==> config.mk <==
export PLATFORM = sky130hd
export DESIGN_NAME = wb_register_file
export DESIGN_NICKNAME = d
export VERILOG_FILES = /design/src/rtl/wb_register_file_pkg.sv /design/src/rtl/wb_read_port.sv /design/src/rtl/wb_register_file.sv
export SDC_FILE = /design/constraint.sdc
export NUM_CORES = 2
export LEC_CHECK = 0
export CAP_MARGIN = 25
export CORE_MARGIN = 8
export CORE_UTILIZATION = 40
export CTS_CLUSTER_DIAMETER = 120
export DETAILED_ROUTE_END_ITERATION = 7
export HOLD_SLACK_MARGIN = 0.1
export PLACE_DENSITY = 0.63
export SETUP_SLACK_MARGIN = 0.2
export SLEW_MARGIN = 5
export SYNTH_ARGS = -nofsm -noshare
export SYNTH_HDL_FRONTEND = slang
export SYNTH_HIERARCHICAL = 1
export SYNTH_SLANG_ARGS = --single-unit
==> constraint.sdc <==
create_clock -name clk -period 4.8 [get_ports clk]
set_input_delay 0.96 -clock clk [delete_from_list [all_inputs] [get_ports clk]]
set_output_delay 0.96 -clock clk [all_outputs]
set_load 0.005 [all_outputs]
==> src/rtl/wb_register_file_pkg.sv <==
// Shared write-back stage constants for the register file and its read ports.
// Module parameters default to these values.
package wb_register_file_pkg;

  localparam int WB_DATA_W    = 32;
  localparam int WB_SEL_W     = 5;
  localparam int WB_REG_COUNT = 32;

  // Index that is hard-wired to zero.
  localparam int WB_ZERO_IDX  = 0;

endpackage

==> src/rtl/wb_read_port.sv <==
// One registered read port: bypasses a same-cycle write to the selected index
// and forces index 0 to read as zero.
module wb_read_port
  import wb_register_file_pkg::*;
#(
  parameter int DATA_W = WB_DATA_W,
  parameter int SEL_W  = WB_SEL_W
) (
  input  logic              clk,
  input  logic              rst,
  input  logic [SEL_W-1:0]  rd_sel_i,
  input  logic [DATA_W-1:0] rd_stored_i,
  input  logic              wr_en_i,
  input  logic [SEL_W-1:0]  wr_sel_i,
  input  logic [DATA_W-1:0] wr_data_i,
  output logic [DATA_W-1:0] rd_data_o
);

  logic [DATA_W-1:0] rd_data_d;
  logic [DATA_W-1:0] rd_data_q;
  logic              sel_is_zero;
  logic              bypass_hit;

  assign sel_is_zero = (rd_sel_i == SEL_W'(WB_ZERO_IDX));
  // Zero index never bypasses, so a write aimed at index 0 cannot leak through.
  assign bypass_hit  = wr_en_i && !sel_is_zero && (wr_sel_i == rd_sel_i);

  always_comb begin
    rd_data_d = rd_stored_i;
    if (sel_is_zero) begin
      rd_data_d = '0;
    end else if (bypass_hit) begin
      rd_data_d = wr_data_i;
    end
  end

  always_ff @(posedge clk) begin
    if (rst) begin
      rd_data_q <= '0;
    end else begin
      rd_data_q <= rd_data_d;
    end
  end

  assign rd_data_o = rd_data_q;

endmodule

==> src/rtl/wb_register_file.sv <==
// Write-back register file: REG_COUNT x DATA_W storage, one write port,
// two independent registered read ports with write bypass.
module wb_register_file
  import wb_register_file_pkg::*;
#(
  parameter int DATA_W    = WB_DATA_W,
  parameter int SEL_W     = WB_SEL_W,
  parameter int REG_COUNT = WB_REG_COUNT
) (
  input  logic              clk,
  input  logic              rst,
  input  logic [DATA_W-1:0] S3_WriteData,
  input  logic [SEL_W-1:0]  S3_WriteSelect,
  input  logic              S3_WriteEnable,
  input  logic [SEL_W-1:0]  ReadSelect1,
  input  logic [SEL_W-1:0]  ReadSelect2,
  output logic [DATA_W-1:0] ReadData1,
  output logic [DATA_W-1:0] ReadData2
);

  logic [DATA_W-1:0] regs_q [REG_COUNT];
  logic              wr_fire;

  assign wr_fire = S3_WriteEnable && (S3_WriteSelect != SEL_W'(WB_ZERO_IDX));

  // Entry 0 is never written, so it stays at its reset value of zero.
  always_ff @(posedge clk) begin
    if (rst) begin
      for (int i = 0; i < REG_COUNT; i++) begin
        regs_q[i] <= '0;
      end
    end else if (wr_fire) begin
      regs_q[S3_WriteSelect] <= S3_WriteData;
    end
  end

  wb_read_port #(
    .DATA_W (DATA_W),
    .SEL_W  (SEL_W)
  ) u_read_port1 (
    .clk         (clk),
    .rst         (rst),
    .rd_sel_i    (ReadSelect1),
    .rd_stored_i (regs_q[ReadSelect1]),
    .wr_en_i     (S3_WriteEnable),
    .wr_sel_i    (S3_WriteSelect),
    .wr_data_i   (S3_WriteData),
    .rd_data_o   (ReadData1)
  );

  wb_read_port #(
    .DATA_W (DATA_W),
    .SEL_W  (SEL_W)
  ) u_read_port2 (
    .clk         (clk),
    .rst         (rst),
    .rd_sel_i    (ReadSelect2),
    .rd_stored_i (regs_q[ReadSelect2]),
    .wr_en_i     (S3_WriteEnable),
    .wr_sel_i    (S3_WriteSelect),
    .wr_data_i   (S3_WriteData),
    .rd_data_o   (ReadData2)
  );

endmodule

==> flow_metrics.py <==
metrics = {
    "synthesis": {
        "synthCells": 4915,
        "synth_top_area_share": 0.526,
        "yosys.area.top_type": "edfxtp_1",
        "synth-edff-count": 1024,
        "async_flop_share": 0,
        "synth-simple-area-share": 0.163,
        "yosys-top-cells-count": "edfxtp_1, mux2i_1, and2_1, nand2_1, clkbuf_1",
        "synthAdderAreaFrac": 0,
        "synth_area_leaders": "edfxtp_1, mux2i_1, and2_1",
        "synth_top_family_by_area": "multiplexers",
        "ys_seq_area_frac": 0.548,
        "synth_cell_type_count": 37,
        "synthXorXnorAreaFrac": 0.00150,
        "ys_seq_elements": 1088,
        "ys_warn_count": 6,
        "synth_area_per_cell_um2": 11.9,
        "synth_compound_area_frac": 0.0729,
        "synthMuxAreaShare": 0.175,
        "synth_ff_type": "edfxtp_1",
        "synth_area_um2": 58500,
    },
    "floorplanning": {
        "die_w_um": 398,
        "num_rows": 140,
        "floorplan.initialDensity": 0.402,
        "die_y_um": 398,
        "core_area_um2": 145000,
        "pin_count": 114,
        "dieArea_um2": 159000,
    },
    "detailed_routing": {
        "dr.first_iter.drc_count": 5595,
        "dr.pass1.iters": 5,
        "drcViolationCount": 0,
        "vias": 42200,
        "wire_per_inst_um": 30.7,
        "wirelength_mm": 212,
        "drtAntennaViolNets": 0,
        "vias_per_cell": 6.09,
    },
    "grt": {
        "grt_max_degree": 92,
        "grt-ovfl-total": 0,
        "grt_pass1_wl_mm": 299,
        "grt_usage": 0.258,
        "grt_pass1_vias": 41100,
        "antenna_found_initial": 19,
    },
    "clock_network": {
        "tritoncts": "built",
        "root_buffer": "clkbuf_16",
        "cts_resized": 0,
        "worst_skew_pair.late_latency_ns": 0.77,
        "h-tree-depth": 3,
        "cts_made_buffers": 119,
        "cts-hold-fix-buffers": 0,
        "cts_max_path_buffers": 3,
        "path_clk_slew_ns": 0.06,
        "cts_setup_buffers": 0,
        "clock_sinks": 1088,
    },
    "sta": {
        "max_slew_margin": 0.296,
        "hold_slack_ns": 0.637,
        "tightest_slew_ns": 1.06,
        "final.min_clock_period_ns": 3.69,
        "fin_ws_ns": 1.11,
        "fin_skew_ns": 0.0361,
        "setup_viol": 0,
        "period_share": 0.768,
        "hold_violations": 0,
        "drv_slew": 0,
        "fmax_ghz": 0.271,
        "rsz0062_at_grt": "no",
        "finalSetupTns_ns": 0,
    },
    "place": {
        "dp_cells": 6686,
        "gp_congestion": 0.857,
        "place_area_um2": 62000,
        "place_ws_ns": 0.541,
        "numPortBuffers": 113,
        "dp_hpwl_mm": 123,
    },
    "final_layout": {
        "drive_gt1_frac": 0.0930,
        "finish.utilization": 0.454,
        "multi_input_area_um2": 24500,
        "area.growth.synth_to_final_pct": 12.9,
        "finish.instance_area_um2": 66000,
        "seq_area_um2": 32000,
        "stdcell_count": 6925,
        "layout.nets": 4944,
        "nFillCells": 13100,
    },
    "worst_setup_path": {
        "crit_path_top_delay_cell": "clkdlybuf4s50_1",
        "cp_top_family": "buffers and inverters",
        "crit_type": "input port to flop",
        "critPathBufInv": 3,
        "cp_data_arrival_time_ns": 4.24,
        "cp_data_required_time_ns": 5.35,
        "crit_path_max_fanout": 47,
        "cp-end-kind": "flop",
        "cpPeakStageDelay_ns": 0.75,
        "start_kind": "input port",
        "worstPathCellList": "clkdlybuf4s50_1, nor2b_4, buf_12, buf_4, a22o_1, nor3_1, a31oi_1, nand3_1, nand2_1, o21ai_0",
    },
    "power": {
        "power.density_nw_per_um2": 356,
        "leakage_nw": 25.4,
        "total_power_mw": 23.5,
        "vdd_ir_drop_max_mv": 0.304,
    },
    "job": {
        "drv_cap": 0,
    },
    "min_path": {
        "hp-class": "input port to flop",
    },
    "run_status": {
        "status": "finished clean",
    },
}
-- flip-flops by register name (all words and copies together), names as in the netlist --
name,flops
regs_q,1024
u_read_port1/rd_data_o,32
u_read_port2/rd_data_o,32
-- final timing paths --
check,start,endpoint,slack (ns),cells after the start
worst max-delay path,ReadSelect1[2],u_read_port1/rd_data_o[14]$_SDFF_PP0_,1.11,10
worst min-delay path,rst,regs_q[0][31]$_SDFFCE_PN0P_,0.64,1
worst min register to register,regs_q[16][31]$_SDFFCE_PN0P_,u_read_port1/rd_data_o[31]$_SDFF_PP0_,0.81,6
worst max register to register,regs_q[5][8]$_SDFFCE_PN0P_,u_read_port1/rd_data_o[8]$_SDFF_PP0_,2.82,7
-- report_power, final --
group,switching (mW),internal (mW)
Combinational,1.85,0.991
Sequential,0.317,10.9
Clock,4.03,5.41
Total,6.19,17.3
-- cell usage in the layout, fill, tap and decap left out, types with 6 or more instances in the layout --
cell                n
xor2_1              8
dfxtp_1            64
clkdlybuf4s50_1   109
nand2_1           258
mux2i_1          1024
a22oi_1           192
o21ai_1            20
clkinv_1           25
bufinv_16          15
nor2_4             31
o21ai_0            44
buf_4             147
a31oi_1            64
nand4_1            64
diode_2             9
a22o_1            128
or2_2              33
clkbuf_1           22
buf_8               9
clkinvlp_4          6
and2_1            992
conb_1             32
a21oi_1           192
nor3_1             66
buf_12             37
clkbuf_16         120
clkinv_2           28
nand3_1           193
edfxtp_1         1024
-- final cells by class --
class                   instances  area share
diodes                          9    0.000341
clock buffers                 144      0.0472
clock inverters                82      0.0127
multi-input cells            3380       0.371
flip-flops and latches       1088       0.485
well taps                    1917      0.0363
repair buffers                305      0.0474
-- worst register-to-register path, stage by stage, from the launching register on --
cell and delay [ns]:
edfxtp_1 0.36, mux2i_1 0.09, a22o_1 0.26, nor3_1 0.52, a31oi_1 0.21, nand3_1 0.13
nand2_1 0.06, o21ai_0 0.25
-- layer usage --
| layer | global-route usage | vias to the layer above | routed length (um) |
|---|---|---|---|
| li1 | - | 17900 | - |
| met1 | 0.356 | 21200 | 87100 |
| met2 | 0.399 | 2590 | 94500 |
| met3 | 0.0552 | 456 | 22900 |
| met4 | 0.0961 | 8 | 7770 |
| met5 | 0 | - | 55 |
-- cell families (layout without fill, tap and decap cells) --
group	Yosys count	count (layout)
AO/OA/AOI/OAI	642	642
AND/OR/NAND/NOR	1672	1672
flip-flops	1088	1088
XOR/XNOR	10	10
buffers and inverters	478	531
multiplexers	1024	1024
other	1	41
(Power assumes the default switching activity.)
